`src/rtl/fsm_stream_scheduler_if.sv`:
```
// Request/response bundle between two word requesters, a result
// consumer and the shared serial-FSM scheduler.
interface fsm_stream_scheduler_if #(
   parameter int DATA_W = 8
);
   logic              req0_valid;
   logic [DATA_W-1:0] req0_data;
   logic              req0_ready;
   logic              req1_valid;
   logic [DATA_W-1:0] req1_data;
   logic              req1_ready;
   logic              rsp_valid;
   logic [DATA_W-1:0] rsp_data;
   logic              rsp_id;
   logic              rsp_ready;

   modport master (
      output req0_valid, req0_data,
      output req1_valid, req1_data,
      output rsp_ready,
      input  req0_ready, req1_ready,
      input  rsp_valid, rsp_data, rsp_id
   );

   modport slave (
      input  req0_valid, req0_data,
      input  req1_valid, req1_data,
      input  rsp_ready,
      output req0_ready, req1_ready,
      output rsp_valid, rsp_data, rsp_id
   );
endinterface

```
`src/rtl/fsm_stream_scheduler.sv`:
```
// Shares one serial Mealy FSM between two word requesters: streams the
// granted word LSB-first into the FSM and gathers its Z bits as a result.
module fsm_stream_scheduler #(
   parameter int DATA_W = 8
) (
   input  logic                 clk,
   input  logic                 reset,
   fsm_stream_scheduler_if.slave bus,
   output logic                 fsm_rst,
   output logic                 fsm_x,
   input  logic                 fsm_z,
   output logic                 busy
);
   localparam int CW = $clog2(DATA_W);
   localparam logic [CW-1:0] CNT_LAST = CW'(DATA_W - 1);

   typedef enum logic [1:0] {IDLE, SHIFT, RESP} state_t;

   state_t            state;
   logic [DATA_W-1:0] sh;
   logic [DATA_W-1:0] res;
   logic [CW-1:0]     cnt;
   logic              last;
   logic              id_q;
   logic              valid_q;
   logic              pick1;
   logic              take0;
   logic              take1;

   // Round-robin: on contention the requester not served last wins
   assign pick1 = bus.req1_valid && (!bus.req0_valid || !last);
   assign take0 = (state == IDLE) && !reset && bus.req0_valid && !pick1;
   assign take1 = (state == IDLE) && !reset && pick1;

   assign bus.req0_ready = take0;
   assign bus.req1_ready = take1;
   assign bus.rsp_valid  = valid_q;
   assign bus.rsp_data   = res;
   assign bus.rsp_id     = id_q;
   assign busy           = (state != IDLE);
   assign fsm_x          = sh[0];

   always_ff @(posedge clk or posedge reset) begin
      if (reset) begin
         state   <= IDLE;
         sh      <= '0;
         res     <= '0;
         cnt     <= '0;
         last    <= 1'b1;
         id_q    <= 1'b0;
         valid_q <= 1'b0;
         fsm_rst <= 1'b1;
      end else begin
         unique case (state)
            IDLE: begin
               if (take0 || take1) begin
                  sh      <= take1 ? bus.req1_data : bus.req0_data;
                  id_q    <= take1;
                  last    <= take1;
                  cnt     <= '0;
                  res     <= '0;
                  fsm_rst <= 1'b0;
                  state   <= SHIFT;
               end
            end
            SHIFT: begin
               // Shifting sh out fully leaves fsm_x at 0 after the job
               res <= {fsm_z, res[DATA_W-1:1]};
               sh  <= sh >> 1;
               cnt <= cnt + 1'b1;
               if (cnt == CNT_LAST) begin
                  valid_q <= 1'b1;
                  fsm_rst <= 1'b1;
                  state   <= RESP;
               end
            end
            RESP: begin
               if (bus.rsp_ready) begin
                  valid_q <= 1'b0;
                  state   <= IDLE;
               end
            end
            default: state <= IDLE;
         endcase
      end
   end
endmodule

```
`src/flat_wrapper.sv`:
```
// flat-port wrapper written by rule: the top's interface ports become plain ports
module fsm_stream_scheduler_flat 
#(
   parameter int DATA_W = 8
)
  (clk, reset, fsm_rst, fsm_x, fsm_z, busy, bus_req0_valid, bus_req0_data, bus_req1_valid, bus_req1_data, bus_rsp_ready, bus_req0_ready, bus_req1_ready, bus_rsp_valid, bus_rsp_data, bus_rsp_id);
  fsm_stream_scheduler_if #(.DATA_W(DATA_W)) bus_i ();
  input  logic clk;
  input  logic reset;
  output logic fsm_rst;
  output logic fsm_x;
  input  logic fsm_z;
  output logic busy;
  input wire logic [$bits(bus_i.req0_valid)-1:0] bus_req0_valid;
  input wire logic [$bits(bus_i.req0_data)-1:0] bus_req0_data;
  input wire logic [$bits(bus_i.req1_valid)-1:0] bus_req1_valid;
  input wire logic [$bits(bus_i.req1_data)-1:0] bus_req1_data;
  input wire logic [$bits(bus_i.rsp_ready)-1:0] bus_rsp_ready;
  output wire logic [$bits(bus_i.req0_ready)-1:0] bus_req0_ready;
  output wire logic [$bits(bus_i.req1_ready)-1:0] bus_req1_ready;
  output wire logic [$bits(bus_i.rsp_valid)-1:0] bus_rsp_valid;
  output wire logic [$bits(bus_i.rsp_data)-1:0] bus_rsp_data;
  output wire logic [$bits(bus_i.rsp_id)-1:0] bus_rsp_id;
  assign bus_i.req0_valid = bus_req0_valid;
  assign bus_i.req0_data = bus_req0_data;
  assign bus_i.req1_valid = bus_req1_valid;
  assign bus_i.req1_data = bus_req1_data;
  assign bus_i.rsp_ready = bus_rsp_ready;
  assign bus_req0_ready = bus_i.req0_ready;
  assign bus_req1_ready = bus_i.req1_ready;
  assign bus_rsp_valid = bus_i.rsp_valid;
  assign bus_rsp_data = bus_i.rsp_data;
  assign bus_rsp_id = bus_i.rsp_id;
  fsm_stream_scheduler #(.DATA_W(DATA_W)) u_core (.clk(clk), .reset(reset), .bus(bus_i), .fsm_rst(fsm_rst), .fsm_x(fsm_x), .fsm_z(fsm_z), .busy(busy));
endmodule
```
`config.mk`:
```
export PLATFORM = sky130hd
export DESIGN_NAME = fsm_stream_scheduler_flat
export DESIGN_NICKNAME = d
export VERILOG_FILES = /design/src/rtl/fsm_stream_scheduler_if.sv /design/src/rtl/fsm_stream_scheduler.sv /design/src/flat_wrapper.sv
export SDC_FILE = /design/constraint.sdc
export NUM_CORES = 1
export LEC_CHECK = 0
export BUFFER_PORTS_ARGS = -buffer_cell sky130_fd_sc_hd__buf_2
export CAP_MARGIN = 20
export CORE_UTILIZATION = 50
export CTS_BUF_LIST = sky130_fd_sc_hd__clkbuf_4 sky130_fd_sc_hd__clkbuf_8 sky130_fd_sc_hd__clkbuf_16
export CTS_CLUSTER_DIAMETER = 50
export DETAILED_ROUTE_END_ITERATION = 10
export PLACE_DENSITY_LB_ADDON = 0.25
export SYNTH_ARGS = -nofsm -noshare
export SYNTH_HDL_FRONTEND = slang
export SYNTH_SLANG_ARGS = --single-unit
```
`constraint.sdc`:
```
create_clock -name clk -period 1.6 [get_ports clk]
set_input_delay 0 -clock clk [delete_from_list [all_inputs] [get_ports clk]]
set_output_delay 0 -clock clk [all_outputs]
set_load 0.01 [all_outputs]
```
After elaboration in Yosys (flattened, before gate mapping)

Cells that the tools add are included.

Register bits: 25
Bits of input ports: 22
Output and inout bits: 15
Word-level logic and storage cells: 51

Add/subtract/negate cells: 1
Equality and inequality tests: 6
Multiplexer cells: 16
Reduce and logical (&&, ||, !) cells: 20

Operator list:

| operator                                                                | number |
|---|---|
| 8-bit one-hot mux with 2 select lines                                   | 2 |
| 8-bit two-way mux                                                       | 3 |
| 3-bit AND reduction                                                     | 3 |
| 2-bit two-way mux                                                       | 3 |
| 2-bit one-hot mux with 3 select lines                                   | 1 |
| 3-bit one-hot mux with 2 select lines                                   | 1 |
| 2-bit nonzero test                                                      | 3 |
| 1-bit logical AND                                                       | 5 |
| 1-bit logical NOT                                                       | 4 |
| 2-bit inequality test, second input constant                            | 2 |
| 1-bit one-hot mux with 2 select lines                                   | 2 |
| 2-bit AND reduction                                                     | 2 |
| 3-bit by 1-bit adder with 3-bit output, second input constant           | 1 |
| 3-bit == test, second input constant                                    | 1 |
| 1-bit two-way mux                                                       | 3 |
| 3-bit two-way mux                                                       | 1 |
| 2-bit by 1-bit == test with 1-bit output, second input constant         | 1 |
| 2-bit == test, second input constant                                    | 1 |
| 2-bit logical NOT                                                       | 1 |
| 1-bit logical OR                                                        | 2 |
| 2-bit by 1-bit inequality test with 1-bit output, second input constant | 1 |

Logic depth before layout (Yosys ltp)

Gate-level depths: netlist of run 1.

Depth after elaboration: 8
Gate-level depth with buffers: 5
Mapped depth without buffers: 4

Worst setup path after synthesis of run 1

No wires, ideal clock.

Path type: flip-flop to flip-flop
From: reg u_core.state[0]
To: reg u_core.id_q (netlist: u_core.bus.rsp_id)
Library setup time: 0.132 ns
Arrival: 1.335 ns
Data required time: 1.468 ns
Slack: 0.133 ns
Cell stages (with the launch flop): 5
Path buffers: 1
Clock period less this slack: 1.467 ns
Cell sequence: dfrtp_1 -> or4b_1 -> buf_2 -> nor2_1 -> a21oi_1

Longest elaborated chain between the ends: 6
Elaborated cells on any way between the ends: 7
Those cells by class: 7 x reduce/logical

RTL lines:

| item                            | line                       | source |
|---|---|---|
| from (decl)                     | fsm_stream_scheduler.sv:19 | `state_t state;` |
| from (signal assigned)          | fsm_stream_scheduler.sv:45 | `state <= IDLE;` |
| from (signal assigned)          | fsm_stream_scheduler.sv:63 | `state <= SHIFT;` |
| from (signal assigned)          | fsm_stream_scheduler.sv:74 | `state <= RESP;` |
| 2-bit logical NOT               | fsm_stream_scheduler.sv:32 | `assign take0 = (state == IDLE) && !reset && bus.req0_valid && !pick1;` |
| 1-bit logical AND (3 in series) | fsm_stream_scheduler.sv:32 |  |
| named net bus_req0_ready        | flat_wrapper.sv:19         | `output wire logic [$bits(bus_i.req0_ready)-1:0] bus_req0_ready;` |
| 1-bit logical OR                | fsm_stream_scheduler.sv:56 | `if (take0 \|\| take1) begin` |
| 2-bit AND reduction (no line)   | -                          |  |
| to (signal assigned)            | fsm_stream_scheduler.sv:58 | `id_q <= take1;` |
| to (decl)                       | fsm_stream_scheduler.sv:24 | `logic id_q;` |

The timed path passes the listed nets, and every way through them passes these cells.
A chain may end at the register's enable or synchronous reset.

Final worst setup path of run 1

From: reg u_core.state[0]
To: out bus_req0_ready

Longest elaborated chain between the ends: 4

RTL lines:

| item                            | line |
|---|---|
| 2-bit logical NOT               | fsm_stream_scheduler.sv:32 |
| 1-bit logical AND (3 in series) | fsm_stream_scheduler.sv:32 |
| to (decl)                       | flat_wrapper.sv:19 |

No other way between the ends.

==> qor.csv, run 1 <==
stage,metric,value,unit
clocking,clkLatencyLatePin,0.31,ns
sta,max_slew_margin,75.0,%
global_routing,top_usage_layer,met2,
clocking,cts_sinks,25,
run,drv_cap,0,
final_layout,post-route-util,69.0,%
global_routing,grt_usage,24.5,%
die,num_io_pins,37,
synthesis,synth_xor_area_share,0,%
synthesis,yosys.area_share.simple,26.6,%
placement,dp_slack,-0.0148,ns
clocking,cts_tree,built,
worst_setup_path,critPathKind,flop to output pin,
sta,worst_clock_skew,0.00811,ns
synthesis,syn_area_per_cell,10.0,µm²
synthesis,synth_area_leader_cell,dfrtp_1,
clocking,clock_path_buffers,2,
sta,final-setup-viol-count,0,
route,avgRoutedWirePerCell,15.5,µm
final_layout,final_cell_mix,"buf_2 (36), dfrtp_1 (23), nor3_1 (18), buf_4 (11), a22o_1 (10)",
synthesis,synth_top_family_by_area,simple AND/OR/NAND/NOR gates,
synthesis,seq_area_frac_synth,50.6,%
global_routing,gr-usage-met1,28.6,%
synthesis,synth_area_leaders,"dfrtp_1 (46%), nor3_1 (8.9%), a22o_1 (7.1%), or3b_2 (4.9%), nor4_1 (4.5%)",
synthesis,synth_nets,148,
synthesis,synth_compound_area_share,14.5,%
outcome,status,"finished, final reports clean",
die,core-area,0.00228,mm²
route,drt_iter0_drc,24,
worst_setup_path,critPathRequiredTime,1.60,ns
worst_setup_path,crit_path_end_kind,output pin,
sta,worst_slew_pin_slew,0.375,ns
global_routing,grt_pass1_wl,4.81,mm
global_routing,grt_max_degree,18,
worst_setup_path,worstPathArrival,1.58,ns
worst_setup_path,r2r_cells,4,
synthesis,synth_cell_types,26,
sta,min_period,1.58,ns
sta,rsz0062_at_grt,yes,
die,rows,17,
placement,hpwl,2.08,mm
final_layout,num-fill-cells,182,
route,drcViolationCount,0,
route,vias,1161,
worst_setup_path,setup.worst_path.start_class,flop,
worst_setup_path,startpoint,u_core.state[0],
die,die_y,51.8,µm
synthesis,yosys_warnings,0,
worst_setup_path,worstReg2RegEnd,u_core.sh[7],
worst_setup_path,cp-endpoint,bus_req0_ready,
final_layout,layout_commonest_cell,buf_2,
final_layout,drive_above_1_share,42.5,%
power,powerDensity,1720,mW/mm²
synthesis,synth_mux_area_share,0.907,%
route,drtPass1Iterations,4,
worst_setup_path,r2r-start,u_core.state[0],
worst_setup_path,worst-path-max-fanout,4,
route,routed_wl,3.02,mm
sta,fmaxAchievable,0.635,GHz
global_routing,use_met2,44.9,%
clocking,cts_root_buffer,clkbuf_4,
global_routing,grt_pass1_vias,1113,
sta,final_hold_viol_count,0,
hold_path,hold_path_class,input pin to flop,
route,via_per_inst,5.95,
final_layout,design_area,0.00157,mm²
sta,fin_tns_setup,0,ns
synthesis,synth_adder_area_share,2.02,%
die,dieArea,0.00269,mm²
global_routing,grtUsageMet3,4.09,%
die,die_w,51.8,µm
clocking,cts_buffers,3,
synthesis,ys_ff_latch,25,
global_routing,grt_remaining_overflow,0,
synthesis,syn_inst,124,
die,start_util,54.5,%
route,ant_nets,0,
final_layout,nets,192,
placement,place_area,0.00146,mm²
clocking,cts.htree.levels,1,
placement,gp_congestion,0.783,
placement,io_buffers,36,
worst_setup_path,reg2reg_slack,0.05,ns
final_layout,synthToLayoutAreaGrowth,26.5,%
global_routing,antenna_found_initial,0,
sta,finalMaxSlewViolations,0,
sta,setup_slack,0.0250,ns
clocking,clkTransAtPathRegs,0.13,ns
synthesis,synth_top_cell_area_share,46.4,%
final_layout,diodes,0,
sta,period_share,98.4,%
synthesis,synth_area,0.00124,mm²
power,ir_drop,1290,µV
power,leakagePower,0.724,nW
flip-flops by register name (all words and copies together) (netlist names):
register	count
u_core.cnt	3
u_core.bus.rsp_data	8
u_core.bus.rsp_valid	1
u_core.last	1
u_core.sh	8
u_core.bus.rsp_id	1
u_core.state	2
u_core.fsm_rst	1
synth_stat cells:
| master | n |
|---|---|
| nor3_2 | 1 |
| nor2b_1 | 1 |
| or3b_2 | 7 |
| a21oi_1 | 6 |
| nand2_1 | 3 |
| clkbuf_1 | 5 |
| nand2b_1 | 2 |
| or4b_4 | 1 |
| o31ai_1 | 1 |
| and2b_1 | 1 |
| buf_6 | 1 |
| a22o_1 | 10 |
| dfrtp_1 | 23 |
| o21ba_2 | 1 |
| or2_2 | 1 |
| nor3_1 | 22 |
| nor4_1 | 9 |
| o21ai_0 | 9 |
| and2_1 | 1 |
| or4b_1 | 1 |
| ha_1 | 2 |
| dfstp_2 | 2 |
| mux2_2 | 1 |
| nor2_1 | 5 |
| inv_1 | 3 |
| buf_2 | 5 |
how the worst min path moves through the flow:
stage | cells past startpoint | end | slack [ns] | startpoint
global placement | 2 | u_core.bus.rsp_data[5] | -0.003 | reset
global route | 3 | u_core.sh[7] | 0.04 | bus_req1_data[7]
finish | 3 | u_core.sh[7] | 0.05 | bus_req1_data[7]
CTS | 3 | u_core.sh[7] | 0.04 | bus_req1_data[7]
detailed placement | 2 | u_core.bus.rsp_data[6] | 0.005 | reset
floorplan | 1 | u_core.bus.rsp_data[0] | 0.03 | reset
final cells by class:
| cell class | count | area, µm² | share of cell area [%] |
|---|---|---|---|
| clock buffer | 4 | 30.0 | 1.91 |
| inverter | 3 | 11.3 | 0.717 |
| sequential | 25 | 628 | 40.0 |
| timing repair buffer | 50 | 293 | 18.6 |
| tap | 28 | 35.0 | 2.23 |
| multi-input combinational | 85 | 573 | 36.5 |
per-stage QoR:
stage	hold WS, ns	power, W	std cells
5_1_grt	0.0407	0.00289	195
4_1_cts	0.0421	0.00270	195
3_3_place_gp	-0.00343	0.00230	185
3_5_place_dp	0.00490	0.00238	185
2_1_floorplan	0.0258	0.00196	124
6_report	0.0490	0.00271	195
worst max-delay path, cell delays in order (launching register included):
cell     delay, ns
dfrtp_1       0.44
or4b_4        0.54
nor2_2        0.14
buf_2         0.14
layer usage:
metal	share of wire (%)	vias up
li1	-	540
met1	42	578
met2	52	41
met3	4.8	2
met4	0.93	0
met5	0	-
kinds of logic (layout without fill, tap and decap cells):
logic type,count (synthesis),count (layout)
mux,1,1
simple gates,55,55
flops,25,25
compound gates,27,27
buf+inv,14,57
fa+ha+maj,2,2
power by group:
group | internal [W] | switching, W
clock | 0.000114 | 0.000179
combinational | 0.000640 | 0.000647
sequential | 0.000929 | 0.000196
total | 0.00168 | 0.00102
what timing repair did:
action                     in CTS  in global routing
setup endpoints to repair       4                  3
setup buffers                   3                  0
hold endpoints to repair       10                  0
gates resized for setup         1                  5
pin swaps                       2                  0
hold buffers                    3                  0
Note: power is estimated with default switching activity, not from simulation.
==> run 2: changes to the inputs <==
- CORE_UTILIZATION: 50 -> 45
- GPL_ROUTABILITY_DRIVEN: default -> 0
- clock period: 1.6 -> 1.3 ns (I/O delays scaled with it)
==> run 2 against run 1 <==
  * The flow now finishes with violations (setup timing)
  * Final area rose by 13%
  * Clock-buffer cell count did not move
  * Non-clock buffer count rose by 6
  * Critical path depth did not move
==> qor.csv, run 2 (same netlist as run 1, synthesis figures left out) <==
stage,metric,value,unit
die,die_y,54.5,µm
route,drcViolationCount,0,
sta,final-setup-viol-count,25,
worst_setup_path,worst-path-max-fanout,3,
placement,io_buffers,36,
final_layout,drive_above_1_share,53.2,%
global_routing,top_usage_layer,met2,
global_routing,grt_max_degree,14,
worst_setup_path,setup.worst_path.start_class,flop,
worst_setup_path,worstPathArrival,1.60,ns
power,ir_drop,1410,µV
die,start_util,48.8,%
sta,rsz0062_at_grt,yes,
worst_setup_path,cp_cell_sequence,or4b_4 > nor2_4 > buf_6,
power,powerDensity,2130,mW/mm²
clocking,clkLatencyLatePin,0.32,ns
clocking,cts.htree.levels,1,
sta,worst_slew_pin_slew,0.644,ns
sta,min_period,1.60,ns
global_routing,use_met2,37.8,%
global_routing,grtUsageMet3,3.89,%
clocking,cts_root_buffer,clkbuf_4,
power,leakagePower,0.801,nW
power,p_switching,0.00140,W
power,seqPwrFrac,36.7,%
final_layout,diodes,0,
sta,final_hold_viol_count,0,
final_layout,layout.cells.non_filler,203,
global_routing,antenna_found_initial,0,
route,avgRoutedWirePerCell,16.3,µm
sta,finalMaxSlewViolations,0,
outcome,failed_checks,setup timing,
worst_setup_path,r2r_cells,4,
global_routing,grt_pass1_wl,5.02,mm
worst_setup_path,critPathMaxStageDelay,0.58,ns
die,core-area,0.00254,mm²
worst_setup_path,reg2reg_slack,-0.26,ns
global_routing,gr-usage-met1,32.9,%
worst_setup_path,r2r-start,u_core.state[0],
route,drt_iter0_drc,20,
sta,fin_hold_ws,0.000233,ns
die,die_w,54.5,µm
hold_path,hold_start,bus_req0_data[7],
power,power.internal,0.00238,W
hold_path,holdPathStages,3,
clocking,clock_path_buffers,2,
global_routing,grt_pass1_vias,1108,
outcome,status,finished with violations,
route,ant_nets,0,
power,p_sw_share,37.1,%
global_routing,grt_usage,24.1,%
worst_setup_path,critPathKind,flop to output pin,
power,combPwrFrac,53.4,%
route,drtPass1Iterations,4,
final_layout,layout_commonest_cell,buf_2,
clocking,cts_sinks,25,
hold_path,min_to,u_core.sh[7],
route,vias,1181,
sta,setup_slack,-0.301,ns
worst_setup_path,critPathRequiredTime,1.30,ns
clocking,clkTransAtPathRegs,0.14,ns
sta,period_share,123,%
worst_setup_path,crit_path_end_kind,output pin,
placement,post-place-cells,191,
sta,worst_clock_skew,0.0124,ns
power,p_total,0.00378,W
die,rows,18,
final_layout,final_cell_mix,"buf_2 (34), dfrtp_1 (23), nor3_2 (14), a22o_1 (10), buf_4 (9)",
route,via_per_inst,5.82,
placement,hpwl,2.08,mm
sta,fmaxAchievable,0.625,GHz
final_layout,nets,198,
worst_setup_path,slowest_stage,or4b_4,
die,num_io_pins,37,
global_routing,grt_remaining_overflow,0,
route,routed_wl,3.32,mm
sta,max_slew_margin,56.9,%
run,drv_cap,0,
die,dieArea,0.00297,mm²
worst_setup_path,worstReg2RegEnd,u_core.sh[6],
clocking,cts_tree,built,
clocking,cts_buffers,3,
power,p_clk_share,9.9,%
final_layout,synthToLayoutAreaGrowth,43.1,%
hold_path,hold_path_class,input pin to flop,
[run 2: worst max-delay path: cells and delay by family, from the launching register on]
family                 cells  cell delay (ns)
AND/OR/NAND/NOR            2             0.73
flip-flops                 1             0.45
buffers and inverters      1             0.11
[run 2: worst max-delay path by stage]
stage,startpoint,endpoint,slack [ns],cells past startpoint
2_1_floorplan,u_core.state[0],u_core.sh[7],-0.08,4
6_report,u_core.state[0],bus_req0_ready,-0.30,3
4_1_cts,u_core.state[0],bus_req0_ready,-0.32,4
5_1_grt,u_core.state[0],bus_req0_ready,-0.34,3
3_5_place_dp,u_core.last,u_core.sh[2],-0.22,3
3_3_place_gp,u_core.last,u_core.sh[5],-0.17,3
[run 2: power groups by stage]
stage	Clock (W)	Sequential, W	Combinational [W]
6_report	0.000373	0.00139	0.00202
5_1_grt	0.000407	0.00143	0.00219
4_1_cts	0.000376	0.00138	0.00197
3_5_place_dp	0	0.00138	0.00165
3_3_place_gp	0	0.00136	0.00160
2_1_floorplan	0	0.00142	0.00105
[run 2: area by class of cell]
cell class                      instances  area, µm²
Clock buffer                            4       30.0
Fill cell                             203        768
Inverter                                3       11.3
Multi-Input combinational cell         85        651
Sequential cell                        25        628
Tap cell                               30       37.5
Timing Repair Buffer                   56        419
[run 2: through the flow]
step	worst slack (ns)	area, µm²	utilization [%]	TNS, ns
6_report	-0.301	1780	69.8	-4.11
5_1_grt	-0.338	1780	69.8	-4.92
4_1_cts	-0.324	1770	69.4	-3.83
3_5_place_dp	-0.217	1580	62.2	-1.94
3_3_place_gp	-0.169	1580	62.2	-1.48
2_1_floorplan	-0.0807	1330	-	-0.707
[run 2: metal layers]
layer / vias up / part of all wire (%) / wire length, µm
li1: 554 / - / -
met3: 7 / 5.9 / 196
met5: - / 0 / 0
met1: 571 / 46 / 1520
met2: 49 / 47 / 1560
met4: 0 / 1.2 / 40
[run 2: what timing repair did]
| action | CTS | global route |
|---|---|---|
| buffers inserted | 5 | 0 |
| pin swaps | 4 | 3 |
| gates cloned | 1 | 0 |
| gates resized for setup | 13 | 7 |
| hold endpoints to repair | 27 | 0 |
| hold buffers | 3 | 0 |
| setup endpoints to repair | 23 | 25 |
